File: src/rtl/muldiv_if.sv
// Request/result bundle between the EX stage and the iterative multiply/divide unit.
interface muldiv_if #(
   parameter int unsigned WIDTH = 32
);
   logic             start;
   logic [1:0]       op;
   logic [WIDTH-1:0] src_a;
   logic [WIDTH-1:0] src_b;
   logic             cancel;
   logic             hold;
   logic             stallreq;
   logic             done;
   logic             hi_we;
   logic             lo_we;
   logic [WIDTH-1:0] hi_o;
   logic [WIDTH-1:0] lo_o;

   modport master (
      output start, op, src_a, src_b, cancel, hold,
      input  stallreq, done, hi_we, lo_we, hi_o, lo_o
   );

   modport slave (
      input  start, op, src_a, src_b, cancel, hold,
      output stallreq, done, hi_we, lo_we, hi_o, lo_o
   );
endinterface

File: src/rtl/muldiv_unit.sv
// Iterative MULT/MULTU/DIV/DIVU engine: one bit per cycle over WIDTH cycles,
// result presented with HI/LO write enables for the done cycle(s).
module muldiv_unit #(
   parameter int unsigned WIDTH = 32
) (
   input  logic     clk,
   input  logic     rst,
   muldiv_if.slave  bus
);
   typedef enum logic [1:0] {IDLE, CALC, DONE} state_t;
   localparam int unsigned CW = $clog2(WIDTH);

   state_t             state;
   logic [CW-1:0]      count;
   logic               is_div;
   logic               neg_res;
   logic               neg_rem;
   logic [WIDTH-1:0]   mag_a;
   logic [WIDTH-1:0]   mag_b;
   logic [2*WIDTH-1:0] acc;
   logic [WIDTH:0]     rem;
   logic [WIDTH-1:0]   hi_r;
   logic [WIDTH-1:0]   lo_r;
   logic               done_r;

   logic               a_neg;
   logic               b_neg;
   logic [WIDTH-1:0]   abs_a;
   logic [WIDTH-1:0]   abs_b;
   logic [WIDTH:0]     mul_sum;
   logic [2*WIDTH-1:0] acc_mul_nx;
   logic [WIDTH:0]     shifted;
   logic [WIDTH+1:0]   diff;
   logic               q_bit;
   logic [WIDTH:0]     rem_nx;
   logic [2*WIDTH-1:0] acc_div_nx;
   logic [2*WIDTH-1:0] prod_fix;
   logic [WIDTH-1:0]   quo_fix;
   logic [WIDTH-1:0]   rem_fix;

   always_comb begin
      a_neg = ~bus.op[0] & bus.src_a[WIDTH-1];
      b_neg = ~bus.op[0] & bus.src_b[WIDTH-1];
      abs_a = a_neg ? -bus.src_a : bus.src_a;
      abs_b = b_neg ? -bus.src_b : bus.src_b;

      // Multiply: multiplier sits in acc's low half and shifts out LSB first
      // while the partial product grows in from the top.
      mul_sum    = {1'b0, acc[2*WIDTH-1:WIDTH]} + (acc[0] ? {1'b0, mag_a} : '0);
      acc_mul_nx = {mul_sum, acc[WIDTH-1:1]};

      // Divide: dividend sits in acc's low half, shifts out MSB first and the
      // quotient bits fill in behind it.
      shifted    = {rem[WIDTH-1:0], acc[WIDTH-1]};
      diff       = {1'b0, shifted} - {2'b00, mag_b};
      q_bit      = ~diff[WIDTH+1];
      rem_nx     = q_bit ? diff[WIDTH:0] : shifted;
      acc_div_nx = {acc[2*WIDTH-1:WIDTH], acc[WIDTH-2:0], q_bit};

      prod_fix = neg_res ? -acc_mul_nx : acc_mul_nx;
      quo_fix  = neg_res ? -acc_div_nx[WIDTH-1:0] : acc_div_nx[WIDTH-1:0];
      rem_fix  = neg_rem ? -rem_nx[WIDTH-1:0] : rem_nx[WIDTH-1:0];
   end

   always_ff @(posedge clk) begin
      if (rst) begin
         state   <= IDLE;
         count   <= '0;
         is_div  <= 1'b0;
         neg_res <= 1'b0;
         neg_rem <= 1'b0;
         mag_a   <= '0;
         mag_b   <= '0;
         acc     <= '0;
         rem     <= '0;
         hi_r    <= '0;
         lo_r    <= '0;
         done_r  <= 1'b0;
      end else begin
         case (state)
            IDLE: begin
               if (bus.start && !bus.cancel) begin
                  is_div  <= bus.op[1];
                  neg_res <= a_neg ^ b_neg;
                  neg_rem <= a_neg;
                  mag_a   <= abs_a;
                  mag_b   <= abs_b;
                  count   <= '0;
                  rem     <= '0;
                  acc     <= {{WIDTH{1'b0}}, (bus.op[1] ? abs_a : abs_b)};
                  if (bus.op[1] && bus.src_b == '0) begin
                     hi_r   <= bus.src_a;
                     lo_r   <= '1;
                     done_r <= 1'b1;
                     state  <= DONE;
                  end else begin
                     state <= CALC;
                  end
               end
            end
            CALC: begin
               if (bus.cancel) begin
                  state <= IDLE;
               end else begin
                  count <= count + 1'b1;
                  if (is_div) begin
                     acc <= acc_div_nx;
                     rem <= rem_nx;
                  end else begin
                     acc <= acc_mul_nx;
                  end
                  if (count == CW'(WIDTH - 1)) begin
                     state  <= DONE;
                     done_r <= 1'b1;
                     if (is_div) begin
                        hi_r <= rem_fix;
                        lo_r <= quo_fix;
                     end else begin
                        hi_r <= prod_fix[2*WIDTH-1:WIDTH];
                        lo_r <= prod_fix[WIDTH-1:0];
                     end
                  end
               end
            end
            DONE: begin
               if (bus.cancel || !bus.hold) begin
                  state  <= IDLE;
                  done_r <= 1'b0;
               end
            end
            default: begin
               state  <= IDLE;
               done_r <= 1'b0;
            end
         endcase
      end
   end

   assign bus.stallreq = ((state == IDLE) && bus.start && !bus.cancel) || (state == CALC);
   assign bus.done     = done_r;
   assign bus.hi_we    = done_r;
   assign bus.lo_we    = done_r;
   assign bus.hi_o     = hi_r;
   assign bus.lo_o     = lo_r;
endmodule

File: src/flat_wrapper.sv
// flat-port wrapper written by rule: the top's interface ports become plain ports
module muldiv_unit_flat 
#(
   parameter int unsigned WIDTH = 32
)
  (clk, rst, bus_start, bus_op, bus_src_a, bus_src_b, bus_cancel, bus_hold, bus_stallreq, bus_done, bus_hi_we, bus_lo_we, bus_hi_o, bus_lo_o);
  muldiv_if #(.WIDTH(WIDTH)) bus_i ();
  input  logic clk;
  input  logic rst;
  input wire logic [$bits(bus_i.start)-1:0] bus_start;
  input wire logic [$bits(bus_i.op)-1:0] bus_op;
  input wire logic [$bits(bus_i.src_a)-1:0] bus_src_a;
  input wire logic [$bits(bus_i.src_b)-1:0] bus_src_b;
  input wire logic [$bits(bus_i.cancel)-1:0] bus_cancel;
  input wire logic [$bits(bus_i.hold)-1:0] bus_hold;
  output wire logic [$bits(bus_i.stallreq)-1:0] bus_stallreq;
  output wire logic [$bits(bus_i.done)-1:0] bus_done;
  output wire logic [$bits(bus_i.hi_we)-1:0] bus_hi_we;
  output wire logic [$bits(bus_i.lo_we)-1:0] bus_lo_we;
  output wire logic [$bits(bus_i.hi_o)-1:0] bus_hi_o;
  output wire logic [$bits(bus_i.lo_o)-1:0] bus_lo_o;
  assign bus_i.start = bus_start;
  assign bus_i.op = bus_op;
  assign bus_i.src_a = bus_src_a;
  assign bus_i.src_b = bus_src_b;
  assign bus_i.cancel = bus_cancel;
  assign bus_i.hold = bus_hold;
  assign bus_stallreq = bus_i.stallreq;
  assign bus_done = bus_i.done;
  assign bus_hi_we = bus_i.hi_we;
  assign bus_lo_we = bus_i.lo_we;
  assign bus_hi_o = bus_i.hi_o;
  assign bus_lo_o = bus_i.lo_o;
  muldiv_unit #(.WIDTH(WIDTH)) u_core (.clk(clk), .rst(rst), .bus(bus_i));
endmodule
File: config.mk
export PLATFORM = sky130hd
export DESIGN_NAME = muldiv_unit_flat
export DESIGN_NICKNAME = d
export VERILOG_FILES = /design/src/rtl/muldiv_if.sv /design/src/rtl/muldiv_unit.sv /design/src/flat_wrapper.sv
export SDC_FILE = /design/constraint.sdc
export NUM_CORES = 1
export LEC_CHECK = 0
export CELL_PAD_IN_SITES_DETAIL_PLACEMENT = 1
export CELL_PAD_IN_SITES_GLOBAL_PLACEMENT = 2
export CORE_MARGIN = 2
export CORE_UTILIZATION = 35
export DETAILED_ROUTE_END_ITERATION = 12
export GPL_TIMING_DRIVEN = 0
export PLACE_DENSITY = 0.86
export REMOVE_ABC_BUFFERS = 1
export SLEW_MARGIN = 40
export SYNTH_ARGS = -nofsm -noshare
export SYNTH_HDL_FRONTEND = slang
export SYNTH_SLANG_ARGS = --single-unit
File: constraint.sdc
create_clock -name clk -period 5.95 [get_ports clk]
set_input_delay 0.8925 -clock clk [delete_from_list [all_inputs] [get_ports clk]]
set_output_delay 0.8925 -clock clk [all_outputs]
set_load 0.01 [all_outputs]
==> impl_metrics.yaml <==
drt:
  finalWirelength_um: 81000
  via_per_inst: 6.11
  drtIter0Drc: 1570
  dr_total_vias: 21121
  drtAntennaViolNets: 0
  remaining_drc_errors: 0
  drt-pass1-iter-count: 5
  routedWlPerCell_um: 23.4
synth:
  yosys.area.top_type: "dfxtp_1"
  netlist_top_cells_area: "dfxtp_1 24%, nor2_1 7.0%, a211oi_1 5.2%"
  seq_area_frac_synth_pct: 24.1
  synthArstFlopShare_pct: 0
  synthCells: 2690
  yosysMostFrequentCell: "nor2_1"
  ys_seq_elements: 235
  synth_top_cell_area_share_pct: 24.1
  ys_warn_count: 0
  avgSynthCellArea_um2: 7.24
  synth_cell_types: 91
  netlist_area_um2: 19500
  yosys-top-cells-count: "365 x nor2_1, 235 x dfxtp_1, 226 x nand2_1, 191 x a21oi_1, 173 x clkbuf_1"
  synth_edf_count: 0
  synth-main-ff-cell: "dfxtp_1"
critical_path:
  start_kind: "input pin"
  crit_slowest_cell: "or4_1"
  critical_path.max_fanout: 7
  r2r-end: "u_core.bus.hi_o[28]"
  critical_path_class: "in -> reg"
  cp_cell_sequence: "clkdlybuf4s50_1 -> or4_1 -> nor3_1 -> nand3b_1 -> nand3b_1 -> or4_1 -> nand2_1 -> o211ai_1 -> buf_2 -> buf_2 -> buf_2 -> buf_2 -> buf_2 -> nor2_2 -> o21ai_0 -> o21a_1"
  reg2regPathDepth: 16
  cp.arrival_ns: 6.07
  r2r_start: "u_core.rem[5]"
  reg2reg_slack_ns: 0.37
  cpMostUsedCell: "buf_2"
  crit_path_end_kind: "register"
  critPathRequiredTime_ns: 6.43
  critPathMaxStageDelay_ns: 0.70
clock_tree:
  clockBufferDepth: 3
  cts_tree: "done"
  clock_latency_ns: 0.59
  clock-sinks: 235
  cts-root-buf: "clkbuf_16"
  post_cts_buffers: 0
  cts-buffers-inserted: 30
  htree_levels: 1
  clk_pin_slew_worst_paths_ns: 0.06
grt:
  grt_use_total_pct: 27.5
  gr-total-overflow: 0
  grt_pass1_vias: 20818
  grt_max_degree: 85
  grt_pass1_wl_um: 124000
  antenna_found_initial: 1
min_path:
  hp-start: "u_core.mag_a[26]"
  min_path_cells: 2
  min_path_type: "reg -> reg"
  hold_end: "u_core.mag_a[26]"
floorplan:
  pin_count: 139
  rows: 86
  dieArea_um2: 57600
  initial_utilization_pct: 35.4
  die_w_um: 240
  die_h_um: 240
  fp.coreArea_um2: 55100
timing:
  fin_crit_sh_pct: 93.9
  worstMarginPinSlew_ns: 0.914
  final_hold_viol_count: 0
  slew_headroom_pct: 38.7
  fmax_mhz: 179
  rsz0062_at_grt: "false"
  setup_violations: 0
  period_needed_ns: 5.59
  whs_ns: 0.453
  slew_viol_final: 0
  skew_ns: 0.0216
layout:
  drive_above_1_share_pct: 6.13
  diodes: 0
  final_core_util_pct: 41.1
  synthToLayoutAreaGrowth_pct: 16.3
  nets: 2830
place:
  hpwl_um: 62700
  routabilityCongestion: 0.900
  io_buffer_count: 138
power_and_ir_drop:
  power.leakage_uw: 0.00834
  peakVddDrop_mv: 0.231
  cellPowerDensity_nw_per_um2: 248
job:
  maxCapViolations: 0
outcome:
  status: "finished, final reports clean"
==> state kept, by name, summed over array words and instances, names as in the netlist <==
name / flops
u_core.acc: 64
u_core.bus.hi_o: 32
u_core.bus.lo_o: 32
u_core.mag_a: 32
u_core.mag_b: 32
u_core.rem: 32
u_core.count: 5
u_core.state: 2
u_core.bus.done: 1
u_core.is_div: 1
u_core.neg_rem: 1
u_core.neg_res: 1
==> how the worst max path moves through the flow <==
stage / slack (ns) / end / cells after the start / start
after global routing: 0.06 / u_core.bus.hi_o[30] / 16 / u_core.rem[5]
after CTS: 0.11 / u_core.bus.hi_o[28] / 17 / u_core.acc[31]
after detailed placement: -0.19 / u_core.bus.hi_o[25] / 16 / bus_src_b[6]
after floorplan: -3.96 / u_core.bus.hi_o[29] / 7 / bus_start
final: 0.36 / u_core.bus.hi_o[25] / 16 / bus_src_b[6]
after global placement: -13.66 / u_core.bus.lo_o[28] / 8 / bus_cancel
==> cells in the final DEF, fill, tap and decap left out, types with 20 or more instances in the layout <==
cell type,instances
o21a_1,20
o31ai_1,37
o41ai_1,20
ha_1,71
mux2i_1,50
xor2_1,68
o211ai_1,42
a31oi_1,27
nor2_1,362
nand2_1,220
xnor2_1,102
a21oi_1,189
a21o_1,30
nor2b_1,22
and2_1,49
nand3_1,57
o21ai_0,154
dfxtp_1,231
nand4_1,23
clkbuf_16,31
a211oi_1,134
or3_1,30
nor4_1,29
inv_1,71
nor3_1,95
a22oi_1,49
clkdlybuf4s50_1,135
==> kinds of logic (layout without fill, tap and decap cells) <==
kind of cell               after synthesis  count (layout)  synth area share, %
and+or+nand+nor                       1021            1022                 25.4
AOI/OAI and AO/OA                      842             842                 28.8
buffers and inverters                  286             304                 5.77
DFF                                    235             235                 24.1
xor gates and xnor gates               170             170                 7.64
adders and majority gates               73              73                 4.77
muxes                                   63              63                 3.44
==> repair_timing <==
item / CTS / global route
endpoints found under the setup margin: 1 / 9
hold buffers: 0 / 0
gates resized for setup: 1 / 4
cloned: 0 / 1
endpoints found under the hold margin: 0 / 0
==> power by group <==
part | switching [µW] | internal, µW
clock | 787 | 1150
combinational | 1180 | 674
sequential | 145 | 1690
total | 2110 | 3510
==> per-layer routing <==
metal  vias to the layer above  share of wire [%]  global-route usage (%)
met5                         -                  0                       0
met4                         0                3.7                    10.1
met3                       118                5.5                    2.54
met2                       611                 46                    45.2
met1                     10523                 45                    37.3
li1                       9869                  -                       -
==> critical path: cells and delay by family <==
family / cells / cell delay (ns)
buffers and inverters: 6 / 1.51
AND/OR/NAND/NOR: 7 / 3.02
AO/OA/AOI/OAI: 3 / 0.63
==> stage by stage <==
stage / instance area, µm² / total power, µW / setup TNS [ns] / cells / setup slack [ns]
finish: 22700 / 5620 / 0 / 3457 / 0.363
global route: 22700 / 5880 / 0 / 3457 / 0.0591
CTS: 22600 / 5620 / 0 / 3456 / 0.106
detailed placement: 21600 / 3670 / -0.347 / 3401 / -0.189
global placement: 21000 / 3590 / -1134.39 / 3365 / -13.66
floorplan: 18600 / 2910 / -156.91 / 2479 / -3.96
==> final cells by class <==
class	instances	area, µm²
sequential	235	4710
timing repair buffer	174	1850
multi-input combinational	2170	13800
clock inverter	9	106
tap	748	936
clock buffer	46	922
inverter	75	287
fill	6818	32400
Power figures use the tool's default switching activity.
